--- config.mk ---
export PLATFORM = sky130hd
export DESIGN_NAME = fifo_umbrales
export DESIGN_NICKNAME = d
export VERILOG_FILES = /design/src/rtl/fifo_umbrales.sv
export SDC_FILE = /design/constraint.sdc
export NUM_CORES = 1
export LEC_CHECK = 0
export CAP_MARGIN = 20
export CORE_ASPECT_RATIO = 0.7
export CORE_UTILIZATION = 50
export CTS_CLUSTER_DIAMETER = 100
export DETAILED_ROUTE_END_ITERATION = 10
export PLACE_DENSITY = 0.83
export SKIP_CTS_REPAIR_TIMING = 1
export SLEW_MARGIN = 30
export SYNTH_ARGS = -nofsm -noshare
export SYNTH_HDL_FRONTEND = slang
export SYNTH_SLANG_ARGS = --single-unit
--- constraint.sdc ---
create_clock -name clk -period 3.28 [get_ports clk]
set_clock_uncertainty 0.15 [all_clocks]
set_input_delay 0.656 -clock clk [delete_from_list [all_inputs] [get_ports clk]]
set_output_delay 0.656 -clock clk [all_outputs]
set_load 0.005 [all_outputs]
--- src/rtl/fifo_umbrales.sv ---
// ============================================================================
// Module   : fifo_umbrales
// Purpose  : Single-clock lane FIFO with programmable almost-full/almost-empty
//            thresholds and a sticky overflow/underflow error flag.
// Revision : 1.0 - initial release
// ============================================================================
`default_nettype none

module fifo_umbrales #(
  parameter int DATA_WIDTH   = 6,
  parameter int ADDR_WIDTH   = 3,
  parameter int UMBRALES_L_H = 8
) (
  input  logic                    clk,
  input  logic                    reset,
  input  logic                    push,
  input  logic                    pop,
  input  logic [DATA_WIDTH-1:0]   data_in,
  input  logic [UMBRALES_L_H-1:0] umbral_LH,
  output logic [DATA_WIDTH-1:0]   data_out,
  output logic                    valid_out,
  output logic [ADDR_WIDTH:0]     count,
  output logic                    empty,
  output logic                    full,
  output logic                    almost_empty,
  output logic                    almost_full,
  output logic                    error
);

  localparam int DEPTH  = 2 ** ADDR_WIDTH;
  localparam int HALF_W = UMBRALES_L_H / 2;
  localparam int CNT_W  = ADDR_WIDTH + 1;
  localparam int CMP_W  = (HALF_W > CNT_W) ? HALF_W : CNT_W;

  localparam logic [CNT_W-1:0]      DEPTH_CNT = CNT_W'(DEPTH);
  localparam logic [CNT_W-1:0]      CNT_ONE   = CNT_W'(1);
  localparam logic [ADDR_WIDTH-1:0] PTR_ONE   = ADDR_WIDTH'(1);

  logic [DATA_WIDTH-1:0] mem [DEPTH];
  logic [ADDR_WIDTH-1:0] wr_ptr;
  logic [ADDR_WIDTH-1:0] rd_ptr;

  logic              push_acc;
  logic              pop_acc;
  logic              overflow;
  logic              underflow;
  logic [HALF_W-1:0] umbral_h;
  logic [HALF_W-1:0] umbral_l;
  logic [CMP_W-1:0]  count_ext;
  logic [CMP_W-1:0]  umbral_h_ext;
  logic [CMP_W-1:0]  umbral_l_ext;

  // A push into a full FIFO is still accepted when a pop frees the slot.
  assign push_acc  = push && (!full || pop);
  assign pop_acc   = pop && !empty;
  assign overflow  = push && full && !pop;
  assign underflow = pop && empty;

  assign empty = (count == '0);
  assign full  = (count == DEPTH_CNT);

  assign umbral_h     = umbral_LH[UMBRALES_L_H-1 -: HALF_W];
  assign umbral_l     = umbral_LH[HALF_W-1:0];
  assign count_ext    = CMP_W'(count);
  assign umbral_h_ext = CMP_W'(umbral_h);
  assign umbral_l_ext = CMP_W'(umbral_l);

  // Threshold flags follow the live threshold word, not a registered copy.
  assign almost_full  = (count_ext >= umbral_h_ext);
  assign almost_empty = (count_ext <= umbral_l_ext);

  // Storage is deliberately left out of reset.
  always_ff @(posedge clk) begin
    if (push_acc && !reset) begin
      mem[wr_ptr] <= data_in;
    end
  end

  always_ff @(posedge clk or posedge reset) begin
    if (reset) begin
      wr_ptr <= '0;
      rd_ptr <= '0;
    end else begin
      if (push_acc) begin
        wr_ptr <= wr_ptr + PTR_ONE;
      end
      if (pop_acc) begin
        rd_ptr <= rd_ptr + PTR_ONE;
      end
    end
  end

  always_ff @(posedge clk or posedge reset) begin
    if (reset) begin
      count <= '0;
    end else begin
      case ({push_acc, pop_acc})
        2'b10:   count <= count + CNT_ONE;
        2'b01:   count <= count - CNT_ONE;
        default: count <= count;
      endcase
    end
  end

  always_ff @(posedge clk or posedge reset) begin
    if (reset) begin
      data_out  <= '0;
      valid_out <= 1'b0;
    end else begin
      valid_out <= pop_acc;
      if (pop_acc) begin
        data_out <= mem[rd_ptr];
      end
    end
  end

  always_ff @(posedge clk or posedge reset) begin
    if (reset) begin
      error <= 1'b0;
    end else if (overflow || underflow) begin
      error <= 1'b1;
    end
  end

endmodule

`default_nettype wire
### After elaboration in Yosys (flattened, before gate mapping)

Memory sizes are Yosys's and may differ from the RTL's. A register that Yosys moved wholly into a read port is not among the register bits.
Cells that the tools add are included.

* multiplexer cells: 3
* equality and inequality tests: 3
* reductions and logical operators: 14
* order comparisons: 2
* $add $sub $neg: 4

Operators by type and width (number)
* 4-bit case mux with 2 select lines: 1
* 3-bit by 1-bit adder with 3-bit output (second input constant): 2
* 1-bit logical AND: 6
* 4-bit by 1-bit adder with 4-bit output (second input constant): 1
* 4-bit equality test (second input constant): 1
* 4-bit >= comparator: 1
* 4-bit <= comparator: 1
* 1-bit logical NOT: 4
* 4-bit logical NOT: 1
* 4-bit by 1-bit subtractor with 4-bit output (second input constant): 1
* 2-bit by 1-bit equality test with 1-bit output (second input constant): 1
* 2-bit equality test (second input constant): 1
* 1-bit logical OR: 2
* 1-bit two-way mux: 2
* 2-bit nonzero test: 1

* memories kept: 1
* output and inout bits: 16
* RAM bits: 48
* word-level logic and storage cells: 32
* bits in registers: 12

Memories
* mem: depth 8, width 6, read ports 1, clocked after Yosys merged registers in 1, wr ports 1, RTL line 39 `logic [DATA_WIDTH-1:0] mem [DEPTH];`

### Longest topological paths before layout

Gate-level depths: netlist of the first run.

* depth after elaboration: 7
* mapped depth: 11
* gate-level depth less buffers: 10

### Least setup slack after synthesis of the first run

Ideal clock, no wire load.

* path kind: flip-flop to flip-flop
* start: register count[1]
* end: register count[2]
* arrival time: 2.246 ns
* setup slack: 0.753 ns
* setup time: 0.132 ns
* clock period less this slack: 2.527 ns
* stages on the path, launching flop included: 12
* cells stage by stage: dfrtp_1 -> buf_6 -> or3_4 -> o21ai_4 -> inv_2 -> ha_1 -> xor2_1 -> ha_1 -> a21oi_1 -> xor2_1 -> nor2_1 -> xor2_1

* elaborated cells between the ends (all ways): 13

RTL lines
* from (decl): RTL line 22 `output logic [ADDR_WIDTH:0] count,`
* from (signal assigned): RTL line 98 `2'b10: count <= count + CNT_ONE;`
* from (signal assigned): RTL line 99 `2'b01: count <= count - CNT_ONE;`
* from (signal assigned): RTL line 100 `default: count <= count;`
* 4-bit logical NOT *: RTL line 59 `assign empty = (count == '0);`
* 1-bit logical NOT *: RTL line 55 `assign pop_acc = pop && !empty;`
* 1-bit logical AND *: RTL line 55
* via pop_acc: RTL line 44 `logic pop_acc;`
* 2-bit by 1-bit equality test with 1-bit output or 2-bit equality test (tied branches): RTL line 97 `case ({push_acc, pop_acc})`
* 4-bit case mux with 2 select lines or 2-bit nonzero test (tied branches)

Mark *: on every way through the listed nets, which the timed path passes. The rest lies on a longest branch.
A chain may end at the register's enable or synchronous reset.

### Worst setup path after layout of the first run

* start: input umbral_LH[1]
* end: output almost_empty

* word-level cells in the longest chain between the ends: 1

Ends and longest elaborated chain
* from (decl): RTL line 19 `input logic [UMBRALES_L_H-1:0] umbral_LH,`
* 4-bit <= comparator: RTL line 70 `assign almost_empty = (count_ext <= umbral_l_ext);`
* to (decl): RTL line 25 `output logic almost_empty,`

Every way passes these cells.

==> flow_summary.html, run 1 <==
<table>
<tr><th>Metric</th><th>Value</th></tr>
<tr><th colspan="2">Layout</th></tr>
<tr><td>Final Cell Area</td><td>3583 sq um</td></tr>
<tr><td>FF/Latch Area</td><td>1892 sq um</td></tr>
<tr><td>Area growth from synthesis to layout</td><td>21.00%</td></tr>
<tr><td>Net count reported at finish</td><td>284</td></tr>
<tr><td>Area taken by multi-input logic gates</td><td>975.9 sq um</td></tr>
<tr><td>Antenna cell count</td><td>0</td></tr>
<tr><td>Ratio of cells with drive above 1 in the final layout</td><td>15.18%</td></tr>
<tr><td>Fin util</td><td>62.57%</td></tr>
<tr><td>Count of filler cells inserted in the layout</td><td>434</td></tr>
<tr><th colspan="2">Timing</th></tr>
<tr><td>Setup repair after global routing missed its margin</td><td>no</td></tr>
<tr><td>Setup violators final</td><td>0</td></tr>
<tr><td>Crit path time final</td><td>2.983 ns</td></tr>
<tr><td>Worst Max-Slew Pin Slew</td><td>0.6397 ns</td></tr>
<tr><td>Fin. max-slew vios</td><td>0</td></tr>
<tr><td>Worst relative slew slack</td><td>57.20%</td></tr>
<tr><td>Part of the cycle the worst path needs</td><td>90.93%</td></tr>
<tr><td>Hold Vio Cnt, Final</td><td>0</td></tr>
<tr><td>Final-layout worst hold slack</td><td>0.3024 ns</td></tr>
<tr><td>Final setup slack of the worst path</td><td>0.2974 ns</td></tr>
<tr><td>Achievable Freq</td><td>335.3 MHz</td></tr>
<tr><th colspan="2">Worst setup path</th></tr>
<tr><td>Signal arrival time at the worst endpoint</td><td>2.18 ns</td></tr>
<tr><td>Worst Setup End Kind</td><td>primary output</td></tr>
<tr><td>Top Family by Delay on Critical Path</td><td>buffers and inverters</td></tr>
<tr><td>Buffering stage count on the worst path with inverters included</td><td>3</td></tr>
<tr><td>Delay contributed by the slowest stage of the critical path</td><td>0.45 ns</td></tr>
<tr><td>Required time worst endpoint</td><td>2.47 ns</td></tr>
<tr><td>Cell chain of the critical path</td><td>clkdlybuf4s50_1 -&gt; inv_1 -&gt; ha_1 -&gt; nor2b_1 -&gt; o21a_1 -&gt; o21a_1 -&gt; o21ai_0 -&gt; dlymetal6s2s_1</td></tr>
<tr><td>Worst path slowest cell</td><td>sky130_fd_sc_hd__clkdlybuf4s50_1</td></tr>
<tr><td>Maximum fanout count along the critical path</td><td>2</td></tr>
<tr><td>Crit Path Category</td><td>in -&gt; out</td></tr>
<tr><td>Top cell by count, worst path</td><td>sky130_fd_sc_hd__o21a_1</td></tr>
<tr><td>Category of the worst setup path launch point</td><td>primary input</td></tr>
<tr><th colspan="2">Synthesis</th></tr>
<tr><td>Proportion of synthesized chip area in sequential cells</td><td>63.88%</td></tr>
<tr><td>Syn nets</td><td>235</td></tr>
<tr><td>Adder-cell share of the synthesized area</td><td>5.492%</td></tr>
<tr><td>Main combinational cell family by area after synthesis</td><td>multiplexers</td></tr>
<tr><td>Share of the synthesized netlist area taken by xor and xnor gates</td><td>2.662%</td></tr>
<tr><td>Number of register bits inferred by synthesis</td><td>66</td></tr>
<tr><td>Unique cell type count in the Yosys netlist</td><td>34</td></tr>
<tr><td>Post-synthesis share of cell area spent on and, or, nand and nor gates</td><td>6.760%</td></tr>
<tr><td>Syn. warnings</td><td>0</td></tr>
<tr><td>Post-synthesis mux area share</td><td>9.844%</td></tr>
<tr><td>Post-synthesis instance area</td><td>2962 sq um</td></tr>
<tr><td>Synthesized area per cell</td><td>14.52 sq um</td></tr>
<tr><td>Cell count after synthesis</td><td>204</td></tr>
<tr><td>Synth Area in Compound Gates</td><td>8.196%</td></tr>
<tr><th colspan="2">Detailed routing</th></tr>
<tr><td>Number of DRC markers after the initial detailed-route iteration</td><td>129</td></tr>
<tr><td>Post-route DRC violation count</td><td>0</td></tr>
<tr><td>TritonRoute pass-1 iters</td><td>4</td></tr>
<tr><td>Antenna-violating nets left</td><td>0</td></tr>
<tr><td>Overall via count from detail_route</td><td>1,787</td></tr>
<tr><td>Vias per cell</td><td>5.383</td></tr>
<tr><td>Final WL</td><td>5575 um</td></tr>
<tr><td>DR WL/cell</td><td>16.79 um</td></tr>
<tr><th colspan="2">Placement</th></tr>
<tr><td>Total cell area at the placement stage</td><td>3405 sq um</td></tr>
<tr><td>Worst setup timing slack at the placement stage</td><td>-0.08884 ns</td></tr>
<tr><td>Routability Congestion</td><td>0.7730</td></tr>
<tr><td>Hpwl dp</td><td>4102 um</td></tr>
<tr><td>Count of input and output buffers</td><td>33</td></tr>
<tr><th colspan="2">Clocking</th></tr>
<tr><td>Number of clock sinks</td><td>66</td></tr>
<tr><td>Clock network latency to the later pin of the worst-skew pair</td><td>0.33 ns</td></tr>
<tr><td>Clock Tree Root</td><td>sky130_fd_sc_hd__clkbuf_8</td></tr>
<tr><td>Clock transition at the registers of the reported paths</td><td>0.06 ns</td></tr>
<tr><td>H-Tree Level Count</td><td>3</td></tr>
<tr><td>Largest buffer count on any clock path</td><td>2</td></tr>
<tr><td>CTS tree</td><td>built</td></tr>
<tr><td>Cts bufs inserted</td><td>9</td></tr>
<tr><th colspan="2">Power</th></tr>
<tr><td>Standby leakage power</td><td>1.401 nW</td></tr>
<tr><td>Highest ir drop seen on vdd</td><td>0.3007 mV</td></tr>
<tr><td>Overall power consumption</td><td>2.909 mW</td></tr>
<tr><td>Power Density</td><td>811.7 nW/um^2</td></tr>
<tr><th colspan="2">Run status</th></tr>
<tr><td>Status</td><td>completed</td></tr>
<tr><th colspan="2">Worst hold path</th></tr>
<tr><td>Type of the most critical hold path</td><td>reg -&gt; reg</td></tr>
<tr><th colspan="2">Floorplanning</th></tr>
<tr><td>Initial Util</td><td>51.72%</td></tr>
<tr><td>Die outline area</td><td>6240 sq um</td></tr>
<tr><td>Number of placed I/O pins</td><td>34</td></tr>
<tr><td>Die Height</td><td>66.39 um</td></tr>
<tr><td>Floorplan row count</td><td>23</td></tr>
<tr><td>Width of the chip</td><td>93.99 um</td></tr>
<tr><td>Core Region</td><td>5727 sq um</td></tr>
<tr><th colspan="2">GRT</th></tr>
<tr><td>Maximum number of pins on one net before global-route repair</td><td>19</td></tr>
<tr><td>Global-route total usage across every layer</td><td>19.91%</td></tr>
<tr><td>Wire length of the first global-routing pass</td><td>8845 um</td></tr>
<tr><td>Final global-route overflow total</td><td>0</td></tr>
<tr><td>Initial antenna violation count</td><td>0</td></tr>
<tr><td>Number of global-route vias before repair</td><td>1,793</td></tr>
<tr><th colspan="2">Flow run</th></tr>
<tr><td>Max-cap violations</td><td>0</td></tr>
</table>
==> power breakdown <==
part	switching, mW	internal [mW]
Combinational	0.501	0.581
Sequential	0.152	1.06
Clock	0.280	0.338
==> stage by stage <==
step | std cells | TNS, ns
after CTS | 332 | -0.1077
after floorplan | 204 | 0
after global routing | 332 | 0
after global placement | 317 | -0.05203
after detailed placement | 317 | -0.08884
final | 332 | 0
==> cells in the final DEF (no fill, tap or decap), drive strengths merged, types with 4 or more instances in the layout <==
cell	instances
edfxtp	48
clkdlybuf4s50	31
dfrtp	18
nand2	15
mux2	14
mux2i	13
ha	13
nor2	10
buf	10
inv	10
clkbuf	10
o21ai	10
o22ai	7
a221o	6
xnor2	5
nor3	5
nand2b	4
xor2	4
a21o	4
clkinv	4
==> kinds of logic after synthesis <==
kind of cell	count (synthesis)
adder cells (fa/ha/maj)	13
flip-flops	66
AO/OA/AOI/OAI	32
AND/OR/NAND/NOR	42
multiplexers	27
buffers and inverters	15
XOR/XNOR	9
==> path summary, 6_finish.rpt <==
kind                                      startpoint                      end  slack [ns]  cells past startpoint
max in group asynchronous                      reset  data_out[4]$_DFFE_PP0N_        2.17                      3
worst min-delay path               error$_DFFE_PP0P_        error$_DFFE_PP0P_        0.30                      1
worst min register to register     error$_DFFE_PP0P_        error$_DFFE_PP0P_        0.30                      1
min in group asynchronous                      reset     count[3]$_DFFE_PP0P_        0.60                      3
worst max-delay path                    umbral_LH[1]             almost_empty        0.30                      8
worst max register to register  count[1]$_DFFE_PP0P_     count[2]$_DFFE_PP0P_        0.43                     10
==> synth_stat cells <==
library cell | instances | area share (%)
sky130_fd_sc_hd__a21o_1 | 4 | 1.0
sky130_fd_sc_hd__a21oi_1 | 1 | 0.17
sky130_fd_sc_hd__a221o_1 | 6 | 2.0
sky130_fd_sc_hd__a32oi_1 | 1 | 0.30
sky130_fd_sc_hd__and2_1 | 1 | 0.21
sky130_fd_sc_hd__buf_4 | 1 | 0.25
sky130_fd_sc_hd__buf_6 | 3 | 1.1
sky130_fd_sc_hd__buf_8 | 1 | 0.51
sky130_fd_sc_hd__dfrtp_1 | 18 | 15
sky130_fd_sc_hd__edfxtp_1 | 48 | 49
sky130_fd_sc_hd__ha_1 | 13 | 5.5
sky130_fd_sc_hd__inv_1 | 9 | 1.1
sky130_fd_sc_hd__inv_2 | 1 | 0.13
sky130_fd_sc_hd__mux2_2 | 13 | 4.9
sky130_fd_sc_hd__mux2_4 | 1 | 0.51
sky130_fd_sc_hd__mux2i_1 | 13 | 4.4
sky130_fd_sc_hd__nand2_1 | 15 | 1.9
sky130_fd_sc_hd__nand2b_1 | 4 | 0.84
sky130_fd_sc_hd__nand3_1 | 1 | 0.17
sky130_fd_sc_hd__nand4_1 | 1 | 0.21
sky130_fd_sc_hd__nor2_1 | 10 | 1.3
sky130_fd_sc_hd__nor2b_1 | 2 | 0.42
sky130_fd_sc_hd__nor3_1 | 5 | 0.84
sky130_fd_sc_hd__nor4_1 | 1 | 0.21
sky130_fd_sc_hd__nor4b_1 | 1 | 0.30
sky130_fd_sc_hd__o211ai_1 | 1 | 0.25
sky130_fd_sc_hd__o21a_1 | 2 | 0.51
sky130_fd_sc_hd__o21ai_0 | 5 | 0.84
sky130_fd_sc_hd__o21ai_1 | 3 | 0.51
sky130_fd_sc_hd__o21ai_4 | 2 | 1.1
sky130_fd_sc_hd__o22ai_1 | 7 | 1.5
sky130_fd_sc_hd__or3_4 | 1 | 0.38
sky130_fd_sc_hd__xnor2_1 | 5 | 1.5
sky130_fd_sc_hd__xor2_1 | 4 | 1.2
==> area by class of cell <==
cell class                      instances  area share, %
Multi-Input combinational cell        123          27.23
Sequential cell                        66          52.79
Inverter                               10          1.047
Clock inverter                          5          1.292
Clock buffer                           10          3.561
Timing Repair Buffer                   43          11.45
Tap cell                               75          2.619
==> sequential cells by signal (all words and copies together), names as in the netlist <==
signal / cells
data_out: 6
valid_out: 1
error: 1
wr_ptr: 3
mem: 48
rd_ptr: 3
count: 4
==> per-layer routing <==
metal	global-route usage, %	vias up	routed length, um
met1	25.83	876	2583
met3	5.517	5	241
met5	0	-	0
met4	7.308	0	42
met2	32.12	43	2706
li1	-	863	-
==> worst reg2reg max path, delay by kind of cell, from the launching register on <==
family / cells / cell delay (ns)
XOR/XNOR: 3 / 0.46
AO/OA/AOI/OAI: 2 / 0.50
buffers and inverters: 1 / 0.13
flip-flops: 1 / 0.51
AND/OR/NAND/NOR: 2 / 0.53
adder cells (fa/ha/maj): 2 / 0.47
Power figures use the tool's default switching activity.
==> run 2, diff against run 1 <==
--- a/config.mk
+++ b/config.mk
@@ -10,7 +10,7 @@
 export CORE_UTILIZATION = 50
 export CTS_CLUSTER_DIAMETER = 100
 export DETAILED_ROUTE_END_ITERATION = 10
-export PLACE_DENSITY = 0.83
+export PLACE_DENSITY = 0.86
 export SKIP_CTS_REPAIR_TIMING = 1
 export SLEW_MARGIN = 30
 export SYNTH_ARGS = -nofsm -noshare
==> constraint.sdc (replaced) <==
create_clock -name clk -period 2.6 [get_ports clk]
set_clock_uncertainty 0.15 [all_clocks]
set_input_delay 0.52 -clock clk [delete_from_list [all_inputs] [get_ports clk]]
set_output_delay 0.52 -clock clk [all_outputs]
set_load 0.005 [all_outputs]
==> flow_summary.html, run 2 (synthesis results as in run 1) <==
<table>
<tr><th>Metric</th><th>Value</th></tr>
<tr><th colspan="2">Run status</th></tr>
<tr><td>Violations in the final reports</td><td>setup timing</td></tr>
<tr><td>Status</td><td>finished with violations</td></tr>
<tr><th colspan="2">Layout</th></tr>
<tr><td>Fin util</td><td>65.06% (+2.5 points)</td></tr>
<tr><td>Top library cells by usage in the layout, fill and taps aside</td><td>sky130_fd_sc_hd__edfxtp_1, sky130_fd_sc_hd__clkdlybuf4s50_1, sky130_fd_sc_hd__dfrtp_1, sky130_fd_sc_hd__buf_4, sky130_fd_sc_hd__nand2_1</td></tr>
<tr><td>Final Cell Area</td><td>3726 sq um (+4.0%)</td></tr>
<tr><td>Area growth from synthesis to layout</td><td>25.81%</td></tr>
<tr><td>Number of flip-flops under the largest register name</td><td>48 (unchanged)</td></tr>
<tr><td>Count of placed standard cells in the final layout, fillers left out</td><td>339 (+2.1%)</td></tr>
<tr><td>Most common library cell in the layout ignoring fill and taps</td><td>sky130_fd_sc_hd__edfxtp_1</td></tr>
<tr><td>Ratio of cells with drive above 1 in the final layout</td><td>22.35% (+7.2 points)</td></tr>
<tr><td>Area taken by multi-input logic gates</td><td>1011 sq um (+3.6%)</td></tr>
<tr><td>Net count reported at finish</td><td>290 (+2.1%)</td></tr>
<tr><td>Register with the highest flop count</td><td>mem</td></tr>
<tr><td>FF/Latch Area</td><td>1893 sq um (about the same)</td></tr>
<tr><td>Antenna cell count</td><td>0 (unchanged)</td></tr>
<tr><td>Count of filler cells inserted in the layout</td><td>422 (-2.8%)</td></tr>
<tr><td>Top flop regs</td><td>mem: 48 flops, data_out: 6 flops, count: 4 flops</td></tr>
<tr><th colspan="2">GRT</th></tr>
<tr><td>Initial antenna violation count</td><td>0 (unchanged)</td></tr>
<tr><td>Wire length of the first global-routing pass</td><td>9066 um (+2.5%)</td></tr>
<tr><td>Met2 Usage GRT</td><td>33.49% (+1.4 points)</td></tr>
<tr><td>Global-route total usage across every layer</td><td>20.62% (+0.70 points)</td></tr>
<tr><td>Final global-route overflow total</td><td>0 (unchanged)</td></tr>
<tr><td>GR Util met1</td><td>25.62% (-0.21 points)</td></tr>
<tr><td>Global-route layer with the greatest usage</td><td>met2</td></tr>
<tr><td>Maximum number of pins on one net before global-route repair</td><td>27 (+8)</td></tr>
<tr><td>Number of global-route vias before repair</td><td>1,830 (+2.1%)</td></tr>
<tr><td>Met3 global-route usage</td><td>7.471% (+2.0 points)</td></tr>
<tr><th colspan="2">Timing</th></tr>
<tr><td>Part of the cycle the worst path needs</td><td>100.5%</td></tr>
<tr><td>Worst relative slew slack</td><td>58.11% (+0.91 points)</td></tr>
<tr><td>Crit path time final</td><td>2.612 ns</td></tr>
<tr><td>Final setup slack of the worst path</td><td>-0.01223 ns (-0.3096 ns)</td></tr>
<tr><td>Setup violators final</td><td>1 (+1)</td></tr>
<tr><td>Achievable Freq</td><td>382.8 MHz</td></tr>
<tr><td>Setup repair after global routing missed its margin</td><td>yes</td></tr>
<tr><td>Worst Max-Slew Pin Slew</td><td>0.6261 ns (-0.01356 ns)</td></tr>
<tr><td>Hold Vio Cnt, Final</td><td>0 (unchanged)</td></tr>
<tr><td>Fin. max-slew vios</td><td>0 (unchanged)</td></tr>
<tr><th colspan="2">Worst setup path</th></tr>
<tr><td>Buffering stage count on the worst path with inverters included</td><td>3 (unchanged)</td></tr>
<tr><td>Crit Path Category</td><td>in -&gt; out</td></tr>
<tr><td>Top cell by count, worst path</td><td>sky130_fd_sc_hd__o21a_1</td></tr>
<tr><td>Category of the worst setup path launch point</td><td>primary input</td></tr>
<tr><td>Delay contributed by the slowest stage of the critical path</td><td>0.45 ns (about the same)</td></tr>
<tr><td>Top Family by Delay on Critical Path</td><td>buffers and inverters</td></tr>
<tr><td>Signal arrival time at the worst endpoint</td><td>1.94 ns (-0.24 ns)</td></tr>
<tr><td>Maximum fanout count along the critical path</td><td>2 (unchanged)</td></tr>
<tr><td>Cell chain of the critical path</td><td>clkdlybuf4s50_1 -&gt; inv_1 -&gt; ha_4 -&gt; nor2b_2 -&gt; o21a_1 -&gt; o21a_1 -&gt; o21ai_2 -&gt; clkbuf_2</td></tr>
<tr><td>Required time worst endpoint</td><td>1.93 ns (-0.54 ns)</td></tr>
<tr><td>Worst path slowest cell</td><td>sky130_fd_sc_hd__clkdlybuf4s50_1</td></tr>
<tr><td>Worst Setup End Kind</td><td>primary output</td></tr>
<tr><td>Cell count of the worst reg-to-reg path</td><td>11 (+1)</td></tr>
<tr><td>Number of cells on the critical path</td><td>8 (unchanged)</td></tr>
<tr><th colspan="2">Floorplanning</th></tr>
<tr><td>Floorplan row count</td><td>23 (unchanged)</td></tr>
<tr><td>Die Height</td><td>66.39 um (unchanged)</td></tr>
<tr><td>Initial Util</td><td>51.72% (unchanged)</td></tr>
<tr><td>Width of the chip</td><td>93.99 um (unchanged)</td></tr>
<tr><td>Core Region</td><td>5727 sq um (unchanged)</td></tr>
<tr><td>Die outline area</td><td>6240 sq um (unchanged)</td></tr>
<tr><td>Number of placed I/O pins</td><td>34 (unchanged)</td></tr>
<tr><th colspan="2">Placement</th></tr>
<tr><td>Hpwl dp</td><td>3956 um (-3.6%)</td></tr>
<tr><td>Worst setup timing slack at the placement stage</td><td>-0.4953 ns (-0.4064 ns)</td></tr>
<tr><td>Routability Congestion</td><td>0.8012 (+3.6%)</td></tr>
<tr><td>Total cell area at the placement stage</td><td>3450 sq um (+1.3%)</td></tr>
<tr><td>Count of input and output buffers</td><td>33 (unchanged)</td></tr>
<tr><td># placed instances</td><td>323 (+1.9%)</td></tr>
<tr><th colspan="2">Clocking</th></tr>
<tr><td>Clock Tree Root</td><td>sky130_fd_sc_hd__clkbuf_8</td></tr>
<tr><td>Cts bufs inserted</td><td>9 (unchanged)</td></tr>
<tr><td>H-Tree Level Count</td><td>3 (unchanged)</td></tr>
<tr><td>Clock transition at the registers of the reported paths</td><td>0.07 ns (about the same)</td></tr>
<tr><td>CTS tree</td><td>built</td></tr>
<tr><td>Largest buffer count on any clock path</td><td>2 (unchanged)</td></tr>
<tr><td>Clock network latency to the later pin of the worst-skew pair</td><td>0.34 ns (about the same)</td></tr>
<tr><td>Number of clock sinks</td><td>66 (unchanged)</td></tr>
<tr><th colspan="2">Worst hold path</th></tr>
<tr><td>Cell count of the worst hold path</td><td>1 (unchanged)</td></tr>
<tr><td>Type of the most critical hold path</td><td>reg -&gt; reg</td></tr>
<tr><th colspan="2">Detailed routing</th></tr>
<tr><td>Number of DRC markers after the initial detailed-route iteration</td><td>94 (-27%)</td></tr>
<tr><td>Vias per cell</td><td>5.307 (-1.4%)</td></tr>
<tr><td>Antenna-violating nets left</td><td>0 (unchanged)</td></tr>
<tr><td>DR WL/cell</td><td>16.37 um (-2.5%)</td></tr>
<tr><td>TritonRoute pass-1 iters</td><td>4 (unchanged)</td></tr>
<tr><td>Post-route DRC violation count</td><td>0 (unchanged)</td></tr>
<tr><td>Overall via count from detail_route</td><td>1,799 (+0.67%)</td></tr>
<tr><td>Final WL</td><td>5549 um (-0.47%)</td></tr>
<tr><th colspan="2">Power</th></tr>
<tr><td>Standby leakage power</td><td>1.487 nW (+6.1%)</td></tr>
<tr><td>Power Density</td><td>1061 nW/um^2 (+31%)</td></tr>
<tr><td>Highest ir drop seen on vdd</td><td>0.6842 mV (+130%)</td></tr>
<tr><th colspan="2">Flow run</th></tr>
<tr><td>Max-cap violations</td><td>0 (unchanged)</td></tr>
</table>
run 2: layer usage:
layer / up-vias / wire (um) / share of wire [%]
li1: 873 / - / -
met1: 872 / 2586 / 47
met2: 44 / 2643 / 48
met3: 10 / 247 / 4.5
met4: 0 / 72 / 1.3
met5: - / 0 / 0
run 2: through the flow:
stage               power [mW]  setup TNS, ns  hold WS [ns]
finish                   3.953       -0.01223        0.3186
global route             4.202        -0.1029        0.3624
CTS                      3.959        -0.8789        0.3336
detailed placement       2.962        -0.8669        0.3126
global placement         2.885        -0.8121        0.2933
floorplan                2.422              0        0.3010
run 2: final cells by class:
class | instances | area share, %
clock buffers | 14 | 5.507
clock inverters | 2 | 1.007
inverters | 10 | 1.007
multi-input cells | 123 | 27.13
flip-flops and latches | 66 | 50.81
well taps | 75 | 2.518
repair buffers | 49 | 12.02
run 2: worst register-to-register path, cell delays in order (launching register included):
cell and delay [ns]:
sky130_fd_sc_hd__dfrtp_1 0.38, sky130_fd_sc_hd__buf_4 0.16, sky130_fd_sc_hd__or3_4 0.38, sky130_fd_sc_hd__o21ai_4 0.16, sky130_fd_sc_hd__inv_2 0.05, sky130_fd_sc_hd__ha_1 0.20, sky130_fd_sc_hd__xor2_1 0.15, sky130_fd_sc_hd__ha_1 0.19
sky130_fd_sc_hd__a21oi_2 0.11, sky130_fd_sc_hd__xor2_1 0.15, sky130_fd_sc_hd__nor2_1 0.08, sky130_fd_sc_hd__xor2_1 0.18
run 2: worst paths after layout:
kind                                            from  slack [ns]                     to
worst max-delay path                    umbral_LH[1]       -0.01           almost_empty
worst min-delay path               error$_DFFE_PP0P_        0.32      error$_DFFE_PP0P_
worst max register to register  count[0]$_DFFE_PP0P_        0.14   count[2]$_DFFE_PP0P_
worst min register to register     error$_DFFE_PP0P_        0.32      error$_DFFE_PP0P_
max in group asynchronous                      reset        1.60   count[1]$_DFFE_PP0P_
min in group asynchronous                      reset        0.48  wr_ptr[0]$_DFFE_PP0P_
run 2: power by group:
part           internal, mW  switching [mW]  total, mW
Combinational         0.781           0.695       1.48
Clock                 0.612           0.382      0.995
Sequential             1.33           0.149       1.48
Total                  2.73            1.23       3.95
